**config.mk**
```make
export PLATFORM = sky130hd
export DESIGN_NAME = booth_multiplier_core
export DESIGN_NICKNAME = d
export VERILOG_FILES = /design/src/rtl/booth_pkg.sv /design/src/rtl/booth_step.sv /design/src/rtl/booth_multiplier_core.sv
export SDC_FILE = /design/constraint.sdc
export NUM_CORES = 1
export LEC_CHECK = 0
export ABC_CLOCK_PERIOD_IN_PS = 7300
export CAP_MARGIN = 10
export CORE_ASPECT_RATIO = 0.5
export CORE_MARGIN = 5
export CORE_UTILIZATION = 58
export DETAILED_ROUTE_END_ITERATION = 8
export MAX_ROUTING_LAYER = met4
export PLACE_DENSITY = 0.88
export SYNTH_ARGS = -nofsm -noshare
export SYNTH_HDL_FRONTEND = slang
export SYNTH_HIERARCHICAL = 1
export SYNTH_SLANG_ARGS = --single-unit
```
**constraint.sdc**
```tcl
create_clock -name clk -period 7.3 [get_ports clk]
set_clock_uncertainty 0.1 [all_clocks]
set_input_delay 1.095 -clock clk [delete_from_list [all_inputs] [get_ports clk]]
set_output_delay 1.095 -clock clk [all_outputs]
set_load 0.05 [all_outputs]
```
**src/rtl/booth_pkg.sv**
```systemverilog
// Shared types and defaults for the radix-2 Booth multiplier.
// Used by booth_step and booth_multiplier_core.
package booth_pkg;

  localparam int unsigned DEF_X = 4;
  localparam int unsigned DEF_Y = 4;

  typedef enum logic {
    ST_IDLE = 1'b0,
    ST_RUN  = 1'b1
  } booth_state_t;

  typedef enum logic [1:0] {
    OP_NOP = 2'd0,
    OP_ADD = 2'd1,
    OP_SUB = 2'd2
  } booth_op_t;

  // Radix-2 recoding of the {Q[0], Q_1} pair.
  function automatic booth_op_t booth_decode(input logic q0, input logic q_1);
    booth_op_t op;
    case ({q0, q_1})
      2'b01:   op = OP_ADD;
      2'b10:   op = OP_SUB;
      default: op = OP_NOP;
    endcase
    return op;
  endfunction

endpackage

```
**src/rtl/booth_step.sv**
```systemverilog
// One combinational Booth iteration: conditional add/subtract of M into A,
// followed by an arithmetic right shift of {A, Q, Q_1}.
module booth_step
  import booth_pkg::*;
#(
  parameter int X = DEF_X,
  parameter int Y = DEF_Y
) (
  input  logic [X+1:0] i_a,
  input  logic [Y-1:0] i_q,
  input  logic         i_q1,
  input  logic [X+1:0] i_m,
  output logic [X+1:0] o_a,
  output logic [Y-1:0] o_q,
  output logic         o_q1
);

  booth_op_t    w_op;
  logic [X+1:0] w_sum;

  assign w_op = booth_decode(i_q[0], i_q1);

  always_comb begin
    w_sum = i_a;
    case (w_op)
      OP_ADD:  w_sum = i_a + i_m;
      OP_SUB:  w_sum = i_a - i_m;
      default: w_sum = i_a;
    endcase
  end

  // A is one bit wider than M needs, so the sign bit of w_sum is always valid.
  assign o_a  = {w_sum[X+1], w_sum[X+1:1]};
  assign o_q  = {w_sum[0], i_q[Y-1:1]};
  assign o_q1 = i_q[0];

endmodule

```
**src/rtl/booth_multiplier_core.sv**
```systemverilog
// Sequential radix-2 Booth multiplier, one iteration per clock.
// Optional BOOTH_OVF_FLAG_EN adds an ovf output flagging a truncated product.
//
// state   | meaning
// --------+--------------------------------------------------------------
// ST_IDLE | waiting; loads operands on any edge where en is high
// ST_RUN  | performing Booth steps; last step writes P_final and pulses done
module booth_multiplier_core
  import booth_pkg::*;
#(
  parameter int X = DEF_X,
  parameter int Y = DEF_Y
) (
  input  logic           clk,
  input  logic           rst_n,
  input  logic           en,
  input  logic [X:0]     m,
  input  logic [Y-1:0]   r,
  output logic [X+Y-1:0] P_final,
  output logic           done,
  output logic           busy
`ifdef BOOTH_OVF_FLAG_EN
  ,output logic          ovf
`endif
);

  localparam int CW = $clog2(Y + 1);

  booth_state_t r_state;
  booth_state_t w_state_nxt;

  logic [X+1:0]   r_m;
  logic [X+1:0]   r_a;
  logic [Y-1:0]   r_q;
  logic           r_q1;
  logic [CW-1:0]  r_cnt;
  logic [X+Y-1:0] r_p_final;
  logic           r_done;

  logic [X+1:0]   w_a_nxt;
  logic [Y-1:0]   w_q_nxt;
  logic           w_q1_nxt;
  logic           w_load;
  logic           w_step;
  logic           w_last;

  booth_step #(
    .X (X),
    .Y (Y)
  ) u_step (
    .i_a  (r_a),
    .i_q  (r_q),
    .i_q1 (r_q1),
    .i_m  (r_m),
    .o_a  (w_a_nxt),
    .o_q  (w_q_nxt),
    .o_q1 (w_q1_nxt)
  );

  always_ff @(posedge clk or negedge rst_n) begin
    if (!rst_n) r_state <= ST_IDLE;
    else        r_state <= w_state_nxt;
  end

  always_comb begin
    w_state_nxt = r_state;
    w_load      = 1'b0;
    w_step      = 1'b0;
    w_last      = 1'b0;
    case (r_state)
      ST_IDLE: begin
        if (en) begin
          w_load      = 1'b1;
          w_state_nxt = ST_RUN;
        end
      end
      ST_RUN: begin
        w_step = 1'b1;
        if (r_cnt == CW'(1)) begin
          w_last      = 1'b1;
          w_state_nxt = ST_IDLE;
        end
      end
      default: w_state_nxt = ST_IDLE;
    endcase
  end

  always_ff @(posedge clk or negedge rst_n) begin
    if (!rst_n) begin
      r_m       <= '0;
      r_a       <= '0;
      r_q       <= '0;
      r_q1      <= 1'b0;
      r_cnt     <= '0;
      r_p_final <= '0;
      r_done    <= 1'b0;
    end else begin
      r_done <= 1'b0;
      if (w_load) begin
        r_m   <= {m[X], m};
        r_a   <= '0;
        r_q   <= r;
        r_q1  <= 1'b0;
        r_cnt <= CW'(Y);
      end else if (w_step) begin
        r_a   <= w_a_nxt;
        r_q   <= w_q_nxt;
        r_q1  <= w_q1_nxt;
        r_cnt <= r_cnt - CW'(1);
        if (w_last) begin
          // Low X+Y bits of {A,Q}; the upper bits wrap away.
          r_p_final <= {w_a_nxt[X-1:0], w_q_nxt};
          r_done    <= 1'b1;
        end
      end
    end
  end

`ifdef BOOTH_OVF_FLAG_EN
  logic r_ovf;

  always_ff @(posedge clk or negedge rst_n) begin
    if (!rst_n) begin
      r_ovf <= 1'b0;
    end else if (w_last) begin
      r_ovf <= (w_a_nxt[X+1] != w_a_nxt[X-1]) || (w_a_nxt[X] != w_a_nxt[X-1]);
    end
  end

  assign ovf = r_ovf;
`endif

  assign P_final = r_p_final;
  assign done    = r_done;
  assign busy    = (r_state == ST_RUN);

endmodule

```
## Yosys cells after proc, flatten, opt, wreduce, memory -nomap -nowiden

Index checks and enable logic that the tools add are counted.

- Register bits after elaboration: 29
- Bits in latches: 0
- Bits in writable memories: 0
- ROM bits: 0
- Bits of input ports: 12
- Output and inout port bits: 10
- Word-level logic and storage cells: 40
- Memories kept: 0

- $add $sub $neg: 3
- Multiply operators: 0
- Div/mod/pow operators: 0
- Order comparisons: 0
- Equal/unequal tests: 5
- Shift operators: 0
- Muxes and demuxes: 20
- Bitwise logic cells: 2
- Reduce and logical (&&, ||, !) cells: 2

Operators with widths:

| cell | number |
|---|---|
| $mux 6 | 2 |
| $pmux 6 s2 | 1 |
| $mux 1 | 11 |
| $mux 4 | 2 |
| $add 6x6->6 | 1 |
| $mux 3 | 2 |
| $sub 6x6->6 | 1 |
| $eq 2x1->1 const B | 2 |
| $eq 2x2->1 const B | 2 |
| $pmux 2 s2 | 1 |
| $eq 3x1->1 const B | 1 |
| $reduce_and 3->1 | 1 |
| $sub 3x1->3 const B | 1 |
| $not 1->1 | 2 |
| $pmux 1 s2 | 1 |
| $reduce_bool 2->1 | 1 |

## Longest topological paths before layout

Gate-level depths: netlist (run 1).

- Word-level depth: 6
- Mapped depth: 12
- Gate-level depth less buffers: 11

## By module

The synthesis (run 1) kept the hierarchy.

By module, submodules not included:

| module | times used | cells each | area each (µm²) | seq. area each (µm²) |
|---|---|---|---|---|
| booth_multiplier_core | 1 | 80 | 1168.6 | 725.7 |
| booth_step | 1 | 61 | 462.9 | 0.0 |

## Least setup slack after synthesis (run 1)

No wires, ideal clock.

- Path kind: register -> register
- Start: register r_q1
- End: register r_a[5]
- Library setup time: 0.121 ns
- Arrival time: 2.327 ns
- Required time: 7.079 ns
- Path slack: 4.752 ns
- Cell stages (with the launch flop): 12
- Buffers on the path: 1
- Period minus slack after synthesis: 2.548 ns
- Cells stage by stage: dfrtp_1 inv_1 ha_1 mux2i_1 ha_1 nor2b_2 o2111ai_1 a211o_1 a21oi_1 nand4b_1 buf_4 a22o_1

- Cells in the longest elaborated chain, start to end: 6
- Elaborated cells between the ends (all ways): 8
- Classes of those cells: eq/ne (4); mux (4)

Ends and longest elaborated chain:

| item | line | text |
|---|---|---|
| from (decl) | booth_multiplier_core.sv:35 | `logic r_q1;` |
| from (signal assigned) | booth_multiplier_core.sv:108 | `r_q1 <= w_q1_nxt;` |
| $eq 2x2->1 / $eq 2x1->1 (equally long branches) | booth_pkg.sv:22 | `case ({q0, q_1})` |
| $pmux 2 s2 * | booth_pkg.sv:22 |  |
| $eq 2x2->1 / $eq 2x1->1 (equally long branches) | booth_step.sv:25 | `case (w_op)` |
| $pmux 6 s2 * | booth_step.sv:25 |  |
| via w_a_nxt[4] | booth_multiplier_core.sv:40 | `logic [X+1:0] w_a_nxt;` |
| $mux 6 * | booth_multiplier_core.sv:105 | `end else if (w_step) begin` |
| $mux 6 * | booth_multiplier_core.sv:99 | `if (w_load) begin` |
| to (signal assigned) | booth_multiplier_core.sv:106 | `r_a <= w_a_nxt;` |
| to (decl) | booth_multiplier_core.sv:33 | `logic [X+1:0] r_a;` |

Mark *: on every way through the listed nets, which the timed path passes. The rest lies on a longest branch. The select of a mux whose other input is x is not followed.
A chain may end at the register's enable or synchronous reset.

## Worst setup path after layout (run 1)

- Start: register r_state (netlist: busy)
- End: output port busy

RTL lines:

| item | line | text |
|---|---|---|
| from (decl) | booth_multiplier_core.sv:29 | `booth_state_t r_state;` |
| from (signal assigned) | booth_multiplier_core.sv:62 | `else r_state <= w_state_nxt;` |
| to (decl) | booth_multiplier_core.sv:21 | `output logic busy` |

No word-level cell between the ends.

==> reports/metrics.csv, run 1 <==
stage,metric,value,unit
cts,Clock Tree Buf Depth,2,
worst_setup_path,CP max stage delay,960,ps
cts,clk root buf,clkbuf_8,
logic_synthesis,Syn Area/Cell,11.57,um2
worst_setup_path,"Critical Path, Cell by Cell",clkdlybuf4s50_1,
worst_setup_path,Top delay family on crit path,buffers and inverters,
worst_setup_path,Critical Path Start,busy$_DFF_PN0_,
cts,Post-CTS Setup Inserts,0,
worst_setup_path,CP bufs+invs,1,
route,Post-DRT Antenna Nets,0,
floorplan,die height,47.51,um
route,DR vias,1090,
worst_setup_path,critical path class,register to output port,
cts,Worst-path clk slew,70,ps
logic_synthesis,yosys warns,6,
cts,CTS sink cnt,29,
cells_and_area,Area growth syn-to-layout,17.79,%
floorplan,Placeable Area,0.002635,mm2
cells_and_area,share of post-route cells with drive strength above 1,0.2050,
global_route,grt ovf,0,
timing,fmax,303.6,MHz
route,WL/cell,16.17,um
route,Detailed Routing Iterations Pass 1,4,
global_route,initial antenna violation count,0,
logic_synthesis,Mapped Nets,163,
timing,RSZ-0062 raised after global routing,no,
placed_design,PortBufs,21,
placed_design,placed insts,190,
timing,Final Hold Fails,0,
min_path,Worst Hold Class,register to register,
floorplan,num rows,13,
global_route,largest net degree at the start of global routing,30,
route,Via density,5.505,
logic_synthesis,register bit total from synthesis,29,
timing,Sum Neg Setup Slack,0,ps
placed_design,HPWL after DPL,2.305,mm
timing,Rel. slew slack,0.4654,
timing,Tmin final,3294,ps
cts,clock latency at the later pin of the worst-skew pair,270,ps
floorplan,starting density of the core,0.6192,
route,DRC viols,0,
timing,period utilization,0.4512,
logic_synthesis,Synth Cell Area,0.001632,mm2
floorplan,chip width,85.01,um
cells_and_area,layout net count,182,
logic_synthesis,Synth top cells by count,"dfrtp_1 (29), mux2_2 (14), ha_1 (9), nand2_1 (9)",
worst_setup_path,CP Launch Type,register,
logic_synthesis,ys flop type,dfrtp_1,
worst_setup_path,CP endpoint kind,output port,
global_route,vias in the first global route,1085,
placed_design,DP Area,0.001821,mm2
cells_and_area,post-route cell area,0.001922,mm2
floorplan,I/O pin total,22,
timing,Final setup viols,0,
logic_synthesis,top cell type's share of synthesized area,0.4448,
global_route,GRT Total Usage,0.1889,
floorplan,Die Area,0.004038,mm2
cts,Resize count post-CTS,0,
route,DR iter-0 viols,50,
job,Max-Cap Viols,0,
route,Post-Route WL,3.202,mm
cts,CTS tree,done,
cts,TritonCTS Buffers,5,
logic_synthesis,cell taking the most area after synthesis,dfrtp_1,
timing,Slew Limit Fails,0,
logic_synthesis,Gate Count Post-Synth,141,
logic_synthesis,Synth cell types,37,
worst_setup_path,Critical Path AT,2100,ps
logic_synthesis,Async SR Flop Fraction,1.000,
cells_and_area,final core utilization,0.7293,
placed_design,RD Place Congestion,0.8106,
logic_synthesis,synth top area cells,"dfrtp_1 (44%), mux2_2 (9.7%), ha_1 (6.9%)",
outcome,status,"finished, final reports clean",
global_route,first-pass GRT wire length,5.568,mm
logic_synthesis,cell with the most instances after synthesis,dfrtp_1,
min_path,min-delay src,P_final[5]$_DFFE_PN0P_,
cts,CTS H-Tree Depth,2,
logic_synthesis,register area share after synthesis,0.4448,
cells_and_area,ANT cells,0,
worst_setup_path,crit path max fanout,24,
cts,hold buffer count at CTS,0,
timing,Tightest Pin Transition,801.8,ps
logic_synthesis,"EDFF count, synth",0,
worst_setup_path,"Req. time, crit path",6110,ps
worst_setup_path,slowest library cell on the worst path,clkdlybuf4s50_1,
worst_setup_path,Worst R2R Start,r_q1$_DFFE_PN0P_,
cells_and_area,final std cells w/o fill,198,
[through the flow]
step / hold slack, ps / setup slack (ps)
after floorplan: 363.0 / 4752
after global placement: 379.2 / 4339
after detailed placement: 384.8 / 4304
after CTS: 405.2 / 4010
after global routing: 424.6 / 3923
final: 407.5 / 4006
[layout by cell type, fill, tap and decap left out, drive strengths merged, types with 2 or more instances in the layout]
cell type,Yosys,final
nor2,5,5
nand2b,2,2
mux2i,7,7
ha,9,9
nor3,4,4
dfrtp,29,29
a22o,7,7
mux2,15,15
xnor2,7,7
inv,8,8
a21oi,5,5
clkdlybuf4s50,0,21
nand2,9,9
o21ai,9,9
clkbuf,0,7
nand4b,2,2
nor2b,2,2
[state kept, by name, indices dropped and copies added, names as in the netlist]
register  cells
r_q1          1
busy          1
r_a           6
r_m           5
done          1
r_cnt         3
r_q           4
P_final       8
[cell families after synthesis]
| logic type | after synthesis | synth area share |
|---|---|---|
| xor+xnor | 8 | 0.04755 |
| mux | 22 | 0.1488 |
| simple gates | 28 | 0.1035 |
| flops | 29 | 0.4448 |
| buf+inv | 18 | 0.06442 |
| fa+ha+maj | 10 | 0.08129 |
| compound gates | 26 | 0.1097 |
[layer usage]
metal / track usage / up-vias / routed length (um)
li1: - / 531 / -
met1: 0.2462 / 533 / 1523
met2: 0.3071 / 19 / 1536
met3: 0.04296 / 7 / 97
met4: 0.04732 / 0 / 44
met5: - / - / 0
[worst paths after layout]
path,endpoint,slack [ps],depth (start not counted)
min in group asynchronous,P_final[2]$_DFFE_PN0P_,1100,2
worst min register to register,P_final[5]$_DFFE_PN0P_,410,1
worst min-delay path,P_final[5]$_DFFE_PN0P_,410,1
worst max-delay path,busy,4010,1
max in group asynchronous,P_final[0]$_DFFE_PN0P_,5720,2
worst max register to register,r_a[5]$_DFFE_PN0P_,4550,10
[layout make-up]
type / count / area (um2)
multi-input cells: 94 / 800.8
flip-flops and latches: 29 / 725.7
fillers: 174 / 713.2
repair buffers: 22 / 217.7
clock buffers: 7 / 96.34
well taps: 37 / 46.29
inverters: 8 / 30.03
clock inverters: 1 / 5.005
Power of run 1 is left out: the tool's default activity adds up to more than one toggle a clock period on the data nets, which glitch-free logic cannot reach.
==> run 2: changes to the inputs <==
--- a/config.mk
+++ b/config.mk
@@ -5,14 +5,14 @@
 export SDC_FILE = /design/constraint.sdc
 export NUM_CORES = 1
 export LEC_CHECK = 0
-export ABC_CLOCK_PERIOD_IN_PS = 7300
+export ABC_CLOCK_PERIOD_IN_PS = 3400
 export CAP_MARGIN = 10
 export CORE_ASPECT_RATIO = 0.5
 export CORE_MARGIN = 5
-export CORE_UTILIZATION = 58
+export CORE_UTILIZATION = 54
 export DETAILED_ROUTE_END_ITERATION = 8
 export MAX_ROUTING_LAYER = met4
-export PLACE_DENSITY = 0.88
+export PLACE_DENSITY = 0.83
 export SYNTH_ARGS = -nofsm -noshare
 export SYNTH_HDL_FRONTEND = slang
 export SYNTH_HIERARCHICAL = 1
==> constraint.sdc (replaced) <==
create_clock -name clk -period 3.4 [get_ports clk]
set_clock_uncertainty 0.1 [all_clocks]
set_input_delay 0.51 -clock clk [delete_from_list [all_inputs] [get_ports clk]]
set_output_delay 0.51 -clock clk [all_outputs]
set_load 0.05 [all_outputs]
==> run 2 against run 1 <==
Non-clock buffer count rose by 1. First-iteration DRC count fell by 2.0%. Critical path type is now register to register. Highest routed layer unchanged. Count of clock-buffer cells in the layout did not move. Sequential share of layout area fell by 0.22 points. Worst setup slack got worse by 3300 ps. Flip-flop and latch count did not move. Die area rose by 6.2%. Routed wire length fell by 12%. Design area rose by 0.59%.
==> reports/metrics.csv, run 2 (synthesis results as in run 1) <==
stage,metric,value,unit,change
global_route,initial antenna violation count,0,,unchanged
job,Max-Cap Viols,0,,unchanged
cts,CTS tree,done,,unchanged
timing,Final Hold Fails,0,,unchanged
route,WL/cell,13.95,um,was 16.17 um
cts,Clock Tree Buf Depth,2,,unchanged
worst_setup_path,critical path class,register to register,,was register to output port
timing,period utilization,0.7786,,
floorplan,chip width,87.74,um,was 85.01 um
global_route,grt ovf,0,,unchanged
worst_setup_path,R2R depth,10,,unchanged
worst_setup_path,reg2reg setup slack,750,ps,was 4550 ps
min_path,Worst Hold Class,register to register,,unchanged
min_path,min-delay src,r_q1$_DFFE_PN0P_,,was P_final[5]$_DFFE_PN0P_
timing,Sum Neg Setup Slack,0,ps,unchanged
cts,Worst-path clk slew,60,ps,was 70 ps
cells_and_area,fill count,230,,was 174
placed_design,DP Area,0.001832,mm2,was 0.001821 mm2
placed_design,PortBufs,21,,unchanged
cts,Resize count post-CTS,0,,unchanged
cts,CTS sink cnt,29,,unchanged
worst_setup_path,crit-path most repeated cell,ha_1,,
cells_and_area,"commonest non-fill, non-tap cells in the layout","dfrtp_1 (29), clkdlybuf4s50_1 (21), mux2_2 (14)",,unchanged
worst_setup_path,CP bufs+invs,1,,unchanged
cts,clk root buf,clkbuf_8,,unchanged
floorplan,die height,48.87,um,was 47.51 um
cells_and_area,"commonest non-fill, non-tap cell in the layout",dfrtp_1,,unchanged
cts,CTS H-Tree Depth,2,,unchanged
min_path,Min-Delay Path Depth,1,,unchanged
worst_setup_path,CP max stage delay,380,ps,was 960 ps
worst_setup_path,crit path max fanout,5,,was 24
floorplan,num rows,14,,was 13
placed_design,RD Place Congestion,0.8165,,was 0.8106
min_path,worst hold endpoint,r_q1$_DFFE_PN0P_,,was P_final[5]$_DFFE_PN0P_
route,Post-Route WL,2.817,mm,was 3.202 mm
worst_setup_path,CP endpoint kind,register,,was output port
timing,fmax,377.8,MHz,
floorplan,I/O pin total,22,,unchanged
placed_design,HPWL after DPL,2.008,mm,was 2.305 mm
floorplan,Die Area,0.004288,mm2,was 0.004038 mm2
worst_setup_path,"Req. time, crit path",3470,ps,was 6110 ps
global_route,vias in the first global route,1145,,was 1085
cts,Post-CTS Setup Inserts,0,,unchanged
timing,Tmin final,2647,ps,
worst_setup_path,Critical Path AT,2720,ps,was 2100 ps
outcome,status,"finished, final reports clean",,unchanged
cts,hold buffer count at CTS,0,,unchanged
route,Detailed Routing Iterations Pass 1,4,,unchanged
route,DR iter-0 viols,49,,was 50
cells_and_area,max reg flops,8,,unchanged
cts,TritonCTS Buffers,5,,unchanged
worst_setup_path,slowest library cell on the worst path,dfrtp_1,,was clkdlybuf4s50_1
floorplan,Placeable Area,0.002943,mm2,was 0.002635 mm2
cells_and_area,Area growth syn-to-layout,18.48,%,was 17.79%
global_route,first-pass GRT wire length,5.264,mm,was 5.568 mm
cells_and_area,footprint of the multi-input gates,800.8,um2,unchanged
cells_and_area,share of post-route cells with drive strength above 1,0.2099,,was 0.2050
timing,Slew Limit Fails,0,,unchanged
floorplan,starting density of the core,0.5544,,was 0.6192
timing,Tightest Pin Transition,501.9,ps,was 801.8 ps
route,DR vias,1086,,was 1090
timing,Final setup viols,0,,unchanged
timing,RSZ-0062 raised after global routing,no,,unchanged
global_route,GRT Total Usage,0.1633,,was 0.1889
route,Via density,5.376,,was 5.505
global_route,largest net degree at the start of global routing,30,,unchanged
worst_setup_path,"Critical Path, Cell by Cell","inv_1, ha_1, mux2i_1, ha_1, nor2b_2, o2111ai_1, a211o_1, a21oi_1, nand4b_1, a22o_1",,was clkdlybuf4s50_1
worst_setup_path,CP Launch Type,register,,unchanged
worst_setup_path,Top delay family on crit path,compound AO/OA/AOI/OAI gates,,was buffers and inverters
cells_and_area,ANT cells,0,,unchanged
cells_and_area,post-route cell area,0.001933,mm2,was 0.001922 mm2
cells_and_area,register area,725.7,um2,unchanged
cells_and_area,layout net count,183,,was 182
timing,Rel. slew slack,0.6644,,was 0.4654
route,DRC viols,0,,unchanged
cts,clock latency at the later pin of the worst-skew pair,280,ps,was 270 ps
worst_setup_path,Worst R2R Start,r_q1$_DFFE_PN0P_,,unchanged
route,Post-DRT Antenna Nets,0,,unchanged
worst_setup_path,R2R Path End,r_a[5]$_DFFE_PN0P_,,unchanged
[run 2: cell types whose count changed in the layout (fill, tap and decap cells not counted)]
| cell | change |
|---|---|
| buf_4 | +1 |
[run 2: per-stage QoR]
stage / instances / hold WS [ps] / setup slack (ps) / utilization
2_1_floorplan: 141 / 114.4 / 851.6 / -
3_3_place_gp: 194 / 381.1 / 870.7 / 0.6224
3_5_place_dp: 194 / 380.5 / 781.6 / 0.6224
4_1_cts: 202 / 402.0 / 759.3 / 0.6569
5_1_grt: 202 / 418.1 / 549.7 / 0.6569
6_report: 202 / 395.6 / 752.8 / 0.6569
[run 2: cell type report]
class / instances / share of cell area
multi-input cells: 94 / 0.4142
flip-flops and latches: 29 / 0.3754
repair buffers: 23 / 0.1165
clock buffers: 7 / 0.04984
well taps: 40 / 0.02589
inverters: 8 / 0.01553
clock inverters: 1 / 0.002589
[run 2: per-layer routing]
| layer | GRT usage | wire [um] |
|---|---|---|
| met5 | - | 0 |
| met4 | 0.05612 | 42 |
| met3 | 0.06577 | 124 |
| met2 | 0.2275 | 1289 |
| met1 | 0.2146 | 1361 |
[run 2: worst max-delay path by stage]
stage | startpoint | end | slack, ps | cells past startpoint
2_1_floorplan | r_q1$_DFFE_PN0P_ | r_a[5]$_DFFE_PN0P_ | 850 | 11
3_3_place_gp | r_q1$_DFFE_PN0P_ | r_a[5]$_DFFE_PN0P_ | 870 | 10
3_5_place_dp | r_q1$_DFFE_PN0P_ | r_a[5]$_DFFE_PN0P_ | 780 | 10
4_1_cts | r_q1$_DFFE_PN0P_ | r_a[5]$_DFFE_PN0P_ | 760 | 10
5_1_grt | r_q1$_DFFE_PN0P_ | r_a[5]$_DFFE_PN0P_ | 550 | 10
6_report | r_q1$_DFFE_PN0P_ | r_a[5]$_DFFE_PN0P_ | 750 | 10
Power of run 2 is left out for the same reason.
==> run 3: changes to the inputs <==
--- a/config.mk
+++ b/config.mk
@@ -5,14 +5,14 @@
 export SDC_FILE = /design/constraint.sdc
 export NUM_CORES = 1
 export LEC_CHECK = 0
-export ABC_CLOCK_PERIOD_IN_PS = 3400
+export ABC_CLOCK_PERIOD_IN_PS = 2150
 export CAP_MARGIN = 10
 export CORE_ASPECT_RATIO = 0.5
 export CORE_MARGIN = 5
-export CORE_UTILIZATION = 54
+export CORE_UTILIZATION = 49
 export DETAILED_ROUTE_END_ITERATION = 8
 export MAX_ROUTING_LAYER = met4
-export PLACE_DENSITY = 0.83
+export PLACE_DENSITY = 0.79
 export SYNTH_ARGS = -nofsm -noshare
 export SYNTH_HDL_FRONTEND = slang
 export SYNTH_HIERARCHICAL = 1
==> constraint.sdc (replaced) <==
create_clock -name clk -period 2.15 [get_ports clk]
set_clock_uncertainty 0.1 [all_clocks]
set_input_delay 0.3225 -clock clk [delete_from_list [all_inputs] [get_ports clk]]
set_output_delay 0.3225 -clock clk [all_outputs]
set_load 0.05 [all_outputs]
==> run 3 against run 2 <==
The run now ends with negative setup slack left. First-iteration DRC count unchanged. Die area increased by 8.5%. Critical path depth shrank 1. Maximum frequency rose by 8.4%. Critical endpoint is now P_final[7]$_DFFE_PN0P_.
==> reports/metrics.csv, run 3 (synthesis results as in run 1) <==
stage,metric,value,unit,change
placed_design,HPWL after DPL,2.356,mm,was 2.008 mm
timing,Tightest Pin Transition,534.7,ps,was 501.9 ps
global_route,largest net degree at the start of global routing,30,,unchanged
worst_setup_path,"Critical Path, Cell by Cell","ha_4, mux2i_4, buf_4, fa_2, a21o_1, a21oi_2, xor2_1, o21ai_1, mux2_2",,"was inv_1, ha_1, mux2i_1, ha_1, nor2b_2, o2111ai_1, a211o_1, a21oi_1, nand4b_1, a22o_1"
floorplan,Placeable Area,0.003100,mm2,was 0.002943 mm2
outcome,failing checks,negative setup slack,,
route,Post-DRT Antenna Nets,0,,unchanged
floorplan,starting density of the core,0.5262,,was 0.5544
cells_and_area,final core utilization,0.7349,,was 0.6569
route,DRC viols,0,,unchanged
worst_setup_path,"Req. time, crit path",2220,ps,was 3470 ps
cts,CTS tree,done,,unchanged
global_route,vias in the first global route,1265,,was 1145
global_route,grt met3 use,0.04179,,was 0.06577
cells_and_area,"commonest non-fill, non-tap cell in the layout",dfrtp_1,,unchanged
cts,Worst-path clk slew,70,ps,was 60 ps
route,WL/cell,19.25,um,was 13.95 um
global_route,first-pass GRT wire length,6.382,mm,was 5.264 mm
placed_design,RD Place Congestion,0.7956,,was 0.8165
cts,clock latency at the later pin of the worst-skew pair,280,ps,about the same
timing,fin worst setup slack,-292.4,ps,was 752.8 ps
global_route,global-route met1 utilization,0.2166,,was 0.2146
worst_setup_path,slowest library cell on the worst path,dfrtp_1,,unchanged
timing,Tmin final,2442,ps,was 2647 ps
route,DR vias,1278,,was 1086
cts,Clock Tree Buf Depth,2,,unchanged
global_route,initial antenna violation count,0,,unchanged
route,DR iter-0 viols,49,,unchanged
min_path,Worst Hold Class,input pin to asynchronous set/reset pin,,was register to register
floorplan,die height,50.81,um,was 48.87 um
cells_and_area,ANT cells,0,,unchanged
cts,clk root buf,clkbuf_8,,unchanged
global_route,layer with the highest usage,met2,,unchanged
cells_and_area,final std cells w/o fill,224,,was 202
route,Via density,5.705,,was 5.376
cells_and_area,max reg flops,8,,unchanged
timing,RSZ-0062 raised after global routing,yes,,was no
timing,period utilization,1.136,,was 0.7786
timing,Final Hold Fails,0,,unchanged
cts,TritonCTS Buffers,5,,unchanged
global_route,grt ovf,0,,unchanged
worst_setup_path,crit path max fanout,5,,unchanged
placed_design,placed insts,213,,was 194
cells_and_area,Area growth syn-to-layout,39.65,%,was 18.48%
cts,CTS H-Tree Depth,2,,unchanged
cells_and_area,share of post-route cells with drive strength above 1,0.4293,,was 0.2099
outcome,status,finished with violations,,"was finished, final reports clean"
cts,CTS sink cnt,29,,unchanged
timing,Final setup viols,9,,was 0
cts,hold buffer count at CTS,0,,unchanged
global_route,GRT Total Usage,0.1808,,was 0.1633
worst_setup_path,critical path class,register to register,,unchanged
floorplan,Die Area,0.004654,mm2,was 0.004288 mm2
floorplan,num rows,14,,unchanged
worst_setup_path,CP bufs+invs,1,,unchanged
route,Post-Route WL,4.312,mm,was 2.817 mm
global_route,met2 Resource Use GR,0.3120,,was 0.2275
worst_setup_path,CP Launch Type,register,,unchanged
worst_setup_path,Critical Path AT,2510,ps,was 2720 ps
floorplan,I/O pin total,22,,unchanged
route,Detailed Routing Iterations Pass 1,4,,unchanged
floorplan,chip width,91.61,um,was 87.74 um
cells_and_area,"commonest non-fill, non-tap cells in the layout","dfrtp_1 (28), buf_4 (24), clkdlybuf4s50_1 (20)",,"was dfrtp_1 (29), clkdlybuf4s50_1 (21), mux2_2 (14)"
placed_design,PortBufs,21,,unchanged
job,Max-Cap Viols,0,,unchanged
timing,fmax,409.4,MHz,was 377.8 MHz
timing,Rel. slew slack,0.6424,,was 0.6644
cells_and_area,layout net count,206,,was 183
worst_setup_path,Top delay family on crit path,adder cells,,was compound AO/OA/AOI/OAI gates
worst_setup_path,CP max stage delay,430,ps,was 380 ps
timing,Slew Limit Fails,0,,unchanged
worst_setup_path,CP endpoint kind,register,,unchanged
## run 3: through the flow
| step | area [um2] | setup slack (ps) | setup TNS, ps | hold WS (ps) |
|---|---|---|---|---|
| floorplan | 1655 | -280.5 | -465.8 | -73.09 |
| global placement | 2008 | -185.7 | -656.3 | 384.4 |
| detailed placement | 2008 | -296.9 | -1136 | 388.8 |
| CTS | 2190 | -277.0 | -1274 | 347.2 |
| global route | 2278 | -382.2 | -2207 | 369.6 |
| finish | 2278 | -292.4 | -1627 | 336.3 |
## run 3: final timing paths
path                                        start                     end  slack (ps)  cells past startpoint
min in group clk           P_final[0]$_DFFE_PN0P_  P_final[0]$_DFFE_PN0P_         410                      1
hold / removal                              rst_n          done$_DFF_PN0_         340                      2
setup / recovery               r_q[0]$_DFFE_PN0P_  P_final[7]$_DFFE_PN0P_        -290                      9
setup reg to reg               r_q[0]$_DFFE_PN0P_  P_final[7]$_DFFE_PN0P_        -290                      9
max in group asynchronous                   rst_n      r_m[0]$_DFFE_PN0P_        1320                      2
hold reg to reg            P_final[0]$_DFFE_PN0P_  P_final[0]$_DFFE_PN0P_         410                      1
## run 3: timing repair
| action | CTS | global route |
|---|---|---|
| pin swaps | 16 | 12 |
| buffers inserted | 2 | 3 |
| resized for setup | 13 | 12 |
| endpoints found under the setup margin | 10 | 10 |
## run 3: worst register-to-register path, delay by kind of cell (launching register included)
kind	cells	cell delay (ps)
flip-flops	1	430
adder cells (fa/ha/maj)	2	560
buffers and inverters	1	140
XOR/XNOR	1	210
AO/OA/AOI/OAI	3	420
multiplexers	2	460
## run 3: layout make-up
class	count	area, um2
Inverter	8	30.03
Sequential cell	29	726.9
Clock buffer	5	68.82
Clock inverter	2	35.03
Multi-Input combinational cell	94	955.9
Timing Repair Buffer	46	411.6
Tap cell	40	50.05
Fill cell	179	822.0
## run 3: per-layer routing
layer	up-vias	wire length, um
met4	0	81
met5	-	0
met1	641	1862
li1	578	-
met2	49	2157
met3	10	210
Power of run 3 is left out for the same reason.
